### src/rtl/pipeline_reg_ex_wb_pkg.sv
// Shared constants and the EX/WB bundle layout for the execute-to-writeback boundary.
package pipeline_reg_ex_wb_pkg;

    localparam int DATA_WIDTH     = 32;
    localparam int REG_ADDR_WIDTH = 5;
    localparam int CTRL_WIDTH     = 2;

    typedef struct packed {
        logic                      regwrite;
        logic                      memtoreg;
        logic [DATA_WIDTH-1:0]     alu_result;
        logic [DATA_WIDTH-1:0]     mem_data;
        logic [REG_ADDR_WIDTH-1:0] rd;
    } ex_wb_t;

endpackage

### src/rtl/pipeline_reg_ex_wb_pipe_reg.sv
// Generic pipeline register: captures d every rising edge, clears to zero on synchronous reset.
module pipe_reg #(
    parameter int WIDTH = 1
) (
    input  logic             clock,
    input  logic             reset,
    input  logic [WIDTH-1:0] d,
    output logic [WIDTH-1:0] q
);

    always_ff @(posedge clock) begin
        if (reset) begin
            q <= '0;
        end else begin
            q <= d;
        end
    end

endmodule

### src/rtl/pipeline_reg_ex_wb.sv
// EX/WB pipeline boundary: packs writeback control and data into one bundle, registers it, unpacks it.
module pipeline_reg_ex_wb #(
    parameter int DATA_WIDTH     = pipeline_reg_ex_wb_pkg::DATA_WIDTH,
    parameter int REG_ADDR_WIDTH = pipeline_reg_ex_wb_pkg::REG_ADDR_WIDTH
) (
    input  logic                      clock,
    input  logic                      reset,
    input  logic                      regwrite_in,
    input  logic                      memtoreg_in,
    input  logic [DATA_WIDTH-1:0]     alu_result_in,
    input  logic [DATA_WIDTH-1:0]     mem_data_in,
    input  logic [REG_ADDR_WIDTH-1:0] rd_in,
    output logic                      regwrite_out,
    output logic                      memtoreg_out,
    output logic [DATA_WIDTH-1:0]     alu_result_out,
    output logic [DATA_WIDTH-1:0]     mem_data_out,
    output logic [REG_ADDR_WIDTH-1:0] rd_out
);

    import pipeline_reg_ex_wb_pkg::*;

    localparam int BUNDLE_WIDTH = CTRL_WIDTH + 2 * DATA_WIDTH + REG_ADDR_WIDTH;

    logic [BUNDLE_WIDTH-1:0] bundle_d;
    logic [BUNDLE_WIDTH-1:0] bundle_q;

    // rd = x0 is passed through untouched; the register file discards those writes.
    assign bundle_d = {regwrite_in, memtoreg_in, alu_result_in, mem_data_in, rd_in};

    pipe_reg #(
        .WIDTH(BUNDLE_WIDTH)
    ) u_pipe_reg (
        .clock(clock),
        .reset(reset),
        .d    (bundle_d),
        .q    (bundle_q)
    );

    assign {regwrite_out, memtoreg_out, alu_result_out, mem_data_out, rd_out} = bundle_q;

endmodule

### config.mk
export PLATFORM = sky130hd
export DESIGN_NAME = pipeline_reg_ex_wb
export DESIGN_NICKNAME = d
export VERILOG_FILES = /design/src/rtl/pipeline_reg_ex_wb_pkg.sv /design/src/rtl/pipeline_reg_ex_wb_pipe_reg.sv /design/src/rtl/pipeline_reg_ex_wb.sv
export SDC_FILE = /design/constraint.sdc
export NUM_CORES = 1
export LEC_CHECK = 0
export ABC_AREA = 0
export BUFFER_PORTS_ARGS = -buffer_cell sky130_fd_sc_hd__buf_2
export CORE_ASPECT_RATIO = 1.5
export CORE_UTILIZATION = 35
export CTS_BUF_LIST = sky130_fd_sc_hd__clkbuf_16
export DETAILED_ROUTE_END_ITERATION = 10
export HOLD_SLACK_MARGIN = 0.08
export PLACE_DENSITY = 0.82
export SYNTH_ARGS = -nofsm -noshare
export SYNTH_HDL_FRONTEND = slang
export SYNTH_SLANG_ARGS = --single-unit
### constraint.sdc
create_clock -name clock -period 1.38 [get_ports clock]
set_clock_uncertainty 0.05 [all_clocks]
set_input_delay 0.276 -clock clock [delete_from_list [all_inputs] [get_ports clock]]
set_output_delay 0.276 -clock clock [all_outputs]
set_load 0.03 [all_outputs]
# [Word level (Yosys, flattened, before mapping)]
# Cells that the tools add are included.
# W data, S select, Z words.
[totals] mem_count=0 ff_bits=71 ramBits=0 latch_bits=0 mem_bits_ro=0 elab_cells=1 inputBits=73
[classes] n_div=0 magnitude_cmp=0 n_reduce_logical=0 n_addsub=0 mul=0 n_eq_ne=0 muxes=0 shift=0 bitwise_logic=0

# [Logic depth before layout (Yosys ltp)]
# Gate-level depths: netlist of the first run.
[logic_depth] ltp_word=0 mapped_depth=2

# [Worst setup path before layout of the first run]
# OpenSTA, ideal clock, no wires.
[synth_timing] path_kind="reg-to-output" from="register u_pipe_reg.q[37]" to="output port alu_result_out[0]" stages_incl_launch_ff=1 path_slack_ps=595 required_ps=1054 arrival_time_ps=459 path_cell_list="dfxtp_1"
[synth_lines] item="start, declared" line_no="pipeline_reg_ex_wb_pipe_reg.sv:8" source="output logic [WIDTH-1:0] q"
[synth_lines] item="start signal, assigned" line_no="pipeline_reg_ex_wb_pipe_reg.sv:13" source="q <= '0;"
[synth_lines] item="start signal, assigned" line_no="pipeline_reg_ex_wb_pipe_reg.sv:15" source="q <= d;"
[synth_lines] item="end, declared" line_no="pipeline_reg_ex_wb.sv:15" source="output logic [DATA_WIDTH-1:0] alu_result_out,"
# No word-level cell between the ends.

# [Final worst setup path of the first run]
[layout_timing] from="register u_pipe_reg.q[68]" to="output port alu_result_out[31]"
# No word-level cell between the ends.

==> flow_summary_export.csv, run 1 <==
group,metric,value,unit
yosys,avgSynthCellArea,12.8,um^2
die,core-area,0.00516,mm^2
yosys,yosys-top-cells-area,"dfxtp_1 (75%), nor2b_1 (23%), buf_2 (1.8%)",
timing,finalSetupViolCount,0,
timing,finalWorstSetupSlack,214,ps
yosys,ys_ff_latch,71,
timing,clock.fmax,858,MHz
detailed_routing,wire_per_inst,10.9,um
global_routing,globalRouteTotalUtil,0.139,
critical_path,arrival,840,ps
pwr,vdd_drop_max,845,uV
layout,top_register,"u_pipe_reg.q",
critical_path,critPathLaunch,"u_pipe_reg.q[68]$_SDFF_PP0_",
place,dp_hpwl,3120,um
run_status,status,"completed",
yosys,ys_types,3,
timing,drv_slew,0,
critical_path,critPathCapture,"alu_result_out[31]",
timing,finalCriticalPeriod,1170,ps
run,maxCapViolCount,0,
timing,hold_violations,0,
yosys,synth_compound_area_frac,0,
layout,largest_reg_flops,71,
clock_tree,cts.repair.resized,0,
layout,top_regs,"u_pipe_reg.q x71",
clock_tree,cts_tree,"yes",
yosys,synth.area.mux_share,0,
timing,rsz0062_at_grt,"no",
clock_tree,cts_hold_buf,0,
clock_tree,clock_path_buffers,2,
yosys,synthCells,149,
critical_path,worstPathMaxFanout,1,
die,die_area,0.00573,mm^2
timing,worstMarginPinSlew,271,ps
clock_tree,cts.sinks,71,
yosys,synth_simple_gate_area_frac,0.234,
timing,tns,0,ps
critical_path,crit_chain,"buf_2",
layout,fin_nets,370,
place,pre_cts_slack,437,ps
layout,final_layout_size_suffix_gt1_frac,0.528,
detailed_routing,avgViaCountPerCell,4.04,
global_routing,grt_pass1_vias,1320,
layout,area_growth,56.5,%
global_routing,overflow,0,
critical_path,max_stage_delay,330,ps
pwr,powerDensity,1640,mW/mm^2
clock_tree,root_buffer,"clkbuf_16",
global_routing,grt_max_degree,72,
hold_path,min_path_type,"in -> reg",
die,num_rows,32,
detailed_routing,antenna_left,0,
die,die_height,92.3,um
detailed_routing,routed_wl,4040,um
critical_path,required,1050,ps
timing,hold-worst-slack,119,ps
detailed_routing,drtPass1Iterations,3,
clock_tree,path_clk_slew,60,ps
detailed_routing,drt-initial-drc-count,54,
timing,fin_crit_sh,0.845,
yosys,syn_area,0.00190,mm^2
critical_path,path_class,"reg -> out",
die,dieWidth,62.2,um
global_routing,grt_pass1_wl,5930,um
yosys,synth.net_count,222,
detailed_routing,drc,0,
clock_tree,cts_setup_buffers,0,
yosys,netlist.area_leader.share,0.748,
pwr,leakage,0.00152,uW
yosys,ys.warnings.count,0,
yosys,synth_top_cell_by_area,"dfxtp_1",
place,globalplace.congestion,0.652,
critical_path,cp_num_buf_inv,1,
layout,antenna_cells,0,
critical_path,crit_family,"flip-flops",
critical_path,cp_slowest_cell,"dfxtp_1",
die,ioPinCount,144,
yosys,seq_area_frac_synth,0.748,
clock_tree,cts_made_buffers,9,
yosys,synth_top_family_by_area,"simple AND/OR/NAND/NOR gates",
clock_tree,cts_htree_levels,3,
yosys,synthAdderAreaFrac,0,
critical_path,startpoint_type,"flop",
timing,relSlewSlack,0.820,
critical_path,cp.depth,1,
critical_path,end_kind,"output port",
place,io_buffers,143,
global_routing,grt_antenna_before_repair,0,
yosys,synth_xor_area_frac,0,
die,start_util,0.368,
detailed_routing,vias,1490,
==> cell usage after synthesis <==
cell type	count
dfxtp_1	71
nor2b_1	71
buf_2	7
==> how the worst min path moves through the flow <==
stage,depth (start not counted),end,startpoint,slack [ps]
4_1_cts,2,u_pipe_reg.q[17]$_SDFF_PP0_,mem_data_in[12],110
3_5_place_dp,2,u_pipe_reg.q[17]$_SDFF_PP0_,mem_data_in[12],440
2_1_floorplan,1,u_pipe_reg.q[69]$_SDFF_PP0_,reset,300
5_1_grt,2,u_pipe_reg.q[8]$_SDFF_PP0_,mem_data_in[3],120
6_report,2,u_pipe_reg.q[42]$_SDFF_PP0_,alu_result_in[5],120
3_3_place_gp,2,u_pipe_reg.q[42]$_SDFF_PP0_,alu_result_in[5],430
==> cells in the final DEF, fill, tap and decap left out <==
cell and n:
buf_12 1, buf_2 143, bufinv_16 1, clkbuf_16 9, clkinv_2 3, clkinv_4 2, dfxtp_1 71, nor2b_1 71
==> logic make-up after synthesis <==
logic type,count (synthesis)
DFF,71
and+or+nand+nor,71
buffers and inverters,7
==> routing by layer <==
metal  global-route usage  vias up  routed length (um)
met5                    0        -                   0
met4               0.0640        0                  57
met3               0.0510        6                 323
met2                0.244       81                2100
met1                0.148      663                1550
li1                     -      740                   -
==> area by class of cell <==
cell class / instances / area, um^2
flip-flops and latches: 71 / 1420
multi-input cells: 71 / 444
well taps: 68 / 85.1
clock buffers: 9 / 225
clock inverters: 6 / 62.6
repair buffers: 144 / 736
fillers: 437 / 2190
==> power by group <==
part	internal, uW	switching (uW)
Combinational	200	336
Clock	1380	763
Sequential	2160	25.5
Total	3740	1130
==> through the flow <==
stage / total power [uW] / std cells / util / area [um^2]
floorplan: 2550 / 149 / - / 1900
global placement: 2760 / 354 / 0.520 / 2690
detailed placement: 2780 / 354 / 0.520 / 2690
CTS: 4930 / 369 / 0.576 / 2970
global route: 5070 / 369 / 0.576 / 2970
finish: 4870 / 369 / 0.576 / 2970
(Power assumes the default switching activity.)
==> inputs of run 2 (changes only) <==
Clock period 1.38 ns to 1.16 ns, I/O delays scaled along.
==> flow_summary_export.csv, run 2 (synthesis results as in run 1) <==
group,metric,value,unit
layout,fin_nets,419,
clock_tree,path_clk_slew,50,ps
layout,largest_reg_flops,71,
clock_tree,root_buffer,"clkbuf_16",
run,maxCapViolCount,0,
timing,worstMarginPinSlew,292,ps
layout,layout_commonest_cell,"buf_2",
layout,antenna_cells,0,
place,dp_hpwl,3050,um
detailed_routing,drt-initial-drc-count,60,
layout,fin_util,0.675,
critical_path,max_stage_delay,330,ps
hold_path,hp-start,"mem_data_in[31]",
clock_tree,cts_setup_buffers,0,
critical_path,worstPathMaxFanout,1,
detailed_routing,vias,1657,
timing,rsz0062_at_grt,"no",
pwr,leakage,0.00173,uW
critical_path,critPathLaunch,"u_pipe_reg.q[1]$_SDFF_PP0_",
clock_tree,clock_path_buffers,2,
global_routing,grt_pass1_wl,7330,um
detailed_routing,routed_wl,4960,um
clock_tree,cts_tree,"yes",
die,dieWidth,62.2,um
clock_tree,cts_htree_levels,3,
detailed_routing,antenna_left,0,
timing,hold_violations,0,
critical_path,path_class,"reg -> out",
run_status,status,"completed",
hold_path,min_path_type,"in -> reg",
detailed_routing,wire_per_inst,11.9,um
global_routing,grt_max_degree,72,
timing,drv_slew,0,
critical_path,arrival,850,ps
pwr,vdd_drop_max,942,uV
timing,relSlewSlack,0.805,
pwr,powerDensity,1770,mW/mm^2
hold_path,min_to,"u_pipe_reg.q[36]$_SDFF_PP0_",
global_routing,grt_antenna_before_repair,0,
timing,clock.fmax,885,MHz
global_routing,grt_pass1_vias,1651,
critical_path,cp_slowest_cell,"dfxtp_1",
global_routing,overflow,0,
die,core-area,0.00516,mm^2
die,die_area,0.00573,mm^2
layout,top_regs,"u_pipe_reg.q x71",
place,globalplace.congestion,0.652,
place,io_buffers,143,
layout,area_growth,83.5,%
critical_path,required,880,ps
clock_tree,cts_made_buffers,9,
critical_path,end_kind,"output port",
detailed_routing,drtPass1Iterations,4,
timing,finalCriticalPeriod,1130,ps
layout,final_cell_mix,"buf_2 (143), nor2b_1 (71), dfxtp_1 (71), dlygate4sd3_1 (49), clkbuf_16 (9)",
critical_path,startpoint_type,"flop",
die,num_rows,32,
detailed_routing,avgViaCountPerCell,3.96,
timing,finalSetupViolCount,0,
timing,tns,0,ps
global_routing,globalRouteTotalUtil,0.173,
hold_path,hold_path_depth,2,
timing,fin_crit_sh,0.974,
die,start_util,0.368,
die,ioPinCount,144,
place,place_inst,354,
detailed_routing,drc,0,
layout,fin_cells,418,
critical_path,crit_family,"flip-flops",
critical_path,cp_num_buf_inv,1,
layout,final_layout_size_suffix_gt1_frac,0.454,
die,die_height,92.3,um
layout,top_register,"u_pipe_reg.q",
critical_path,crit_chain,"buf_2",
clock_tree,cts.sinks,71,
## run 2: cell types whose count changed in the layout (fill, tap and decap cells not counted)
cell           before  now
clkinv_4            2    1
dlygate4sd3_1       0   49
clkinvlp_4          0    1
clkinv_2            3    2
bufinv_16           1    2
## run 2: metal layers
layer | track usage | vias to the layer above | share of wire
met1 | 0.154 | 731 | 0.34
li1 | - | 837 | -
met2 | 0.342 | 84 | 0.58
met3 | 0.0460 | 5 | 0.071
met4 | 0.0988 | 0 | 0.010
met5 | 0 | - | 0
## run 2: worst max-delay path by stage
stage / to / slack (ps) / cells past startpoint
floorplan: alu_result_out[0] / 420 / 0
global placement: u_pipe_reg.q[6]$_SDFF_PP0_ / 280 / 3
detailed placement: u_pipe_reg.q[29]$_SDFF_PP0_ / 260 / 3
CTS: rd_out[1] / 20 / 1
global route: mem_data_out[4] / 0.3 / 1
finish: rd_out[1] / 30 / 1
## run 2: area by class of cell
type | count | area [um^2]
clock buffer | 9 | 225
sequential | 71 | 1420
timing repair buffer | 193 | 1230
tap | 68 | 85.1
multi-input combinational | 71 | 444
clock inverter | 6 | 86.3
fill | 369 | 1680
## run 2: metrics by stage
stage          setup slack (ps)  hold WS, ps  instance area [um^2]  total power [uW]
2_1_floorplan               419          254                  1900              3040
3_3_place_gp                279          389                  2690              3290
3_5_place_dp                260          395                  2690              3300
4_1_cts                    15.0         80.7                  3480              6210
5_1_grt                   0.343         86.3                  3490              6360
6_report                   30.0         84.6                  3490              6160
## run 2: what timing repair did
| item | in CTS | in global routing |
|---|---|---|
| hold buffers | 48 | 1 |
| gates resized for setup | 0 | 0 |
| endpoints found under the hold margin | 48 | 1 |
## run 2: where the power goes
group | total [uW] | switching, uW | leakage, uW | internal (uW)
clock | 2780 | 919 | 0.000151 | 1860
combinational | 778 | 432 | 0.000991 | 346
sequential | 2600 | 29.7 | 0.000592 | 2570
total | 6160 | 1380 | 0.00173 | 4780
==> inputs of run 3 (changes only) <==
Settings changed: SYNTH_HIERARCHICAL set to 1.
==> flow_summary_export.csv, run 3 <==
group,metric,value,unit
critical_path,critPathLaunch,"u_pipe_reg/q[42]$_SDFF_PP0_",
layout,largest_reg_flops,71,
yosys,ys_ff_latch,71,
timing,finalSetupViolCount,0,
global_routing,grt_max_degree,40,
hold_path,min_to,"u_pipe_reg/q[57]$_SDFF_PP0_",
critical_path,cp_num_buf_inv,1,
clock_tree,cts.sinks,71,
clock_tree,root_buffer,"clkbuf_16",
critical_path,end_kind,"output port",
timing,fin_crit_sh,0.951,
critical_path,required,880,ps
hold_path,hp-start,"alu_result_in[20]",
yosys,synthCells,149,
global_routing,grt_pass1_wl,6840,um
timing,drv_slew,0,
die,die_height,92.3,um
clock_tree,clock_path_buffers,2,
critical_path,arrival,820,ps
yosys,yosys-top-cells-area,"dfxtp_1 (75%), nor2b_1 (23%), buf_2 (1.8%)",
global_routing,globalRouteTotalUtil,0.158,
yosys,seq_area_frac_synth,0.748,
place,io_buffers,143,
critical_path,startpoint_type,"flop",
critical_path,cp_slowest_cell,"dfxtp_1",
yosys,syn_area,0.00190,mm^2
yosys,avgSynthCellArea,12.8,um^2
critical_path,max_stage_delay,320,ps
clock_tree,cts_made_buffers,9,
global_routing,grt_antenna_before_repair,0,
detailed_routing,antenna_left,0,
detailed_routing,avgViaCountPerCell,4.07,
clock_tree,cts.repair.resized,0,
detailed_routing,drt-initial-drc-count,39,
clock_tree,cts_tree,"yes",
run_status,status,"completed",
layout,design_area,0.00326,mm^2
timing,hold_violations,0,
yosys,async_flop_share,0,
critical_path,crit_family,"flip-flops",
pwr,powerDensity,1700,mW/mm^2
hold_path,min_path_type,"in -> reg",
pwr,leakage,0.00165,uW
die,core-area,0.00516,mm^2
die,num_rows,32,
yosys,ys_types,3,
detailed_routing,vias,1629,
timing,worstMarginPinSlew,181,ps
timing,clock.fmax,907,MHz
yosys,synth_common_cells,"dfxtp_1 (71), nor2b_1 (71), buf_2 (7)",
detailed_routing,routed_wl,4580,um
yosys,synth_top_flop_cell,"dfxtp_1",
layout,fin_nets,402,
pwr,vdd_drop_max,1110,uV
layout,final_cell_mix,"buf_2 (143), nor2b_1 (71), dfxtp_1 (71), dlygate4sd3_1 (31), clkbuf_16 (9)",
detailed_routing,wire_per_inst,11.5,um
critical_path,crit_chain,"buf_2",
run,maxCapViolCount,0,
hold_path,hold_path_depth,2,
layout,top_register,"u_pipe_reg/q",
place,dpl_cell_area,0.00271,mm^2
die,start_util,0.368,
yosys,synth_edf_count,0,
yosys,synth_top_cell_by_area,"dfxtp_1",
detailed_routing,drtPass1Iterations,4,
place,globalplace.congestion,0.643,
die,ioPinCount,144,
timing,tns,0,ps
global_routing,overflow,0,
critical_path,worstPathMaxFanout,1,
layout,antenna_cells,0,
layout,area_growth,71.6,%
global_routing,grt_pass1_vias,1555,
layout,layout_commonest_cell,"buf_2",
layout,top_regs,"u_pipe_reg/q x71",
timing,rsz0062_at_grt,"no",
layout,final_layout_size_suffix_gt1_frac,0.467,
die,dieWidth,62.2,um
timing,relSlewSlack,0.880,
yosys,netlist.area_leader.share,0.748,
place,dp_hpwl,3130,um
yosys,synth.net_count,222,
yosys,ys.warnings.count,6,
critical_path,path_class,"reg -> out",
timing,finalCriticalPeriod,1100,ps
clock_tree,cts_htree_levels,3,
detailed_routing,drc,0,
clock_tree,path_clk_slew,50,ps
die,die_area,0.00573,mm^2
==> run 3: routing by layer <==
layer	GRT usage	wire length [um]	vias up
li1	-	-	803
met3	0.0510	356	8
met2	0.313	2660	83
met1	0.145	1500	735
met4	0.0640	64	0
met5	0	0	-
==> run 3: logic make-up after synthesis <==
kind of cell | count (synthesis) | synth area share
buffers and inverters | 7 | 0.0184
flip-flops | 71 | 0.748
AND/OR/NAND/NOR | 71 | 0.234
==> run 3: how the worst max path moves through the flow <==
stage,to,slack [ps],depth (start not counted)
4_1_cts,mem_data_out[1],40,1
3_3_place_gp,u_pipe_reg/q[6]$_SDFF_PP0_,360,3
3_5_place_dp,u_pipe_reg/q[46]$_SDFF_PP0_,330,3
5_1_grt,mem_data_out[3],20,1
2_1_floorplan,alu_result_out[0],420,0
6_report,alu_result_out[5],60,1
==> run 3: area by class of cell <==
| class | instances | area (um^2) |
|---|---|---|
| clock buffers | 9 | 225 |
| clock inverters | 5 | 20.0 |
| fillers | 419 | 1900 |
| multi-input cells | 71 | 444 |
| flip-flops and latches | 71 | 1420 |
| well taps | 68 | 85.1 |
| repair buffers | 176 | 1070 |
==> run 3: timing repair <==
action | CTS | global route
endpoints found under the setup margin | 0 | 0
endpoints found under the hold margin | 31 | 0
buffers inserted | 0 | 0
hold buffers | 31 | 0
==> run 3: stage by stage <==
stage,setup slack (ps),utilization,instances,power [uW],hold WS (ps)
global placement,358,0.524,355,3290,388
CTS,38.8,0.632,400,5620,80.2
detailed placement,333,0.524,355,3300,394
finish,56.9,0.632,400,5560,87.3
global route,16.9,0.632,400,5780,82.1
floorplan,419,-,149,3040,254
==> run 3: power breakdown <==
group          leakage, uW  internal (uW)  switching [uW]
sequential        0.000592           2570            28.6
clock             0.000129           1380             838
combinational     0.000925            313             420
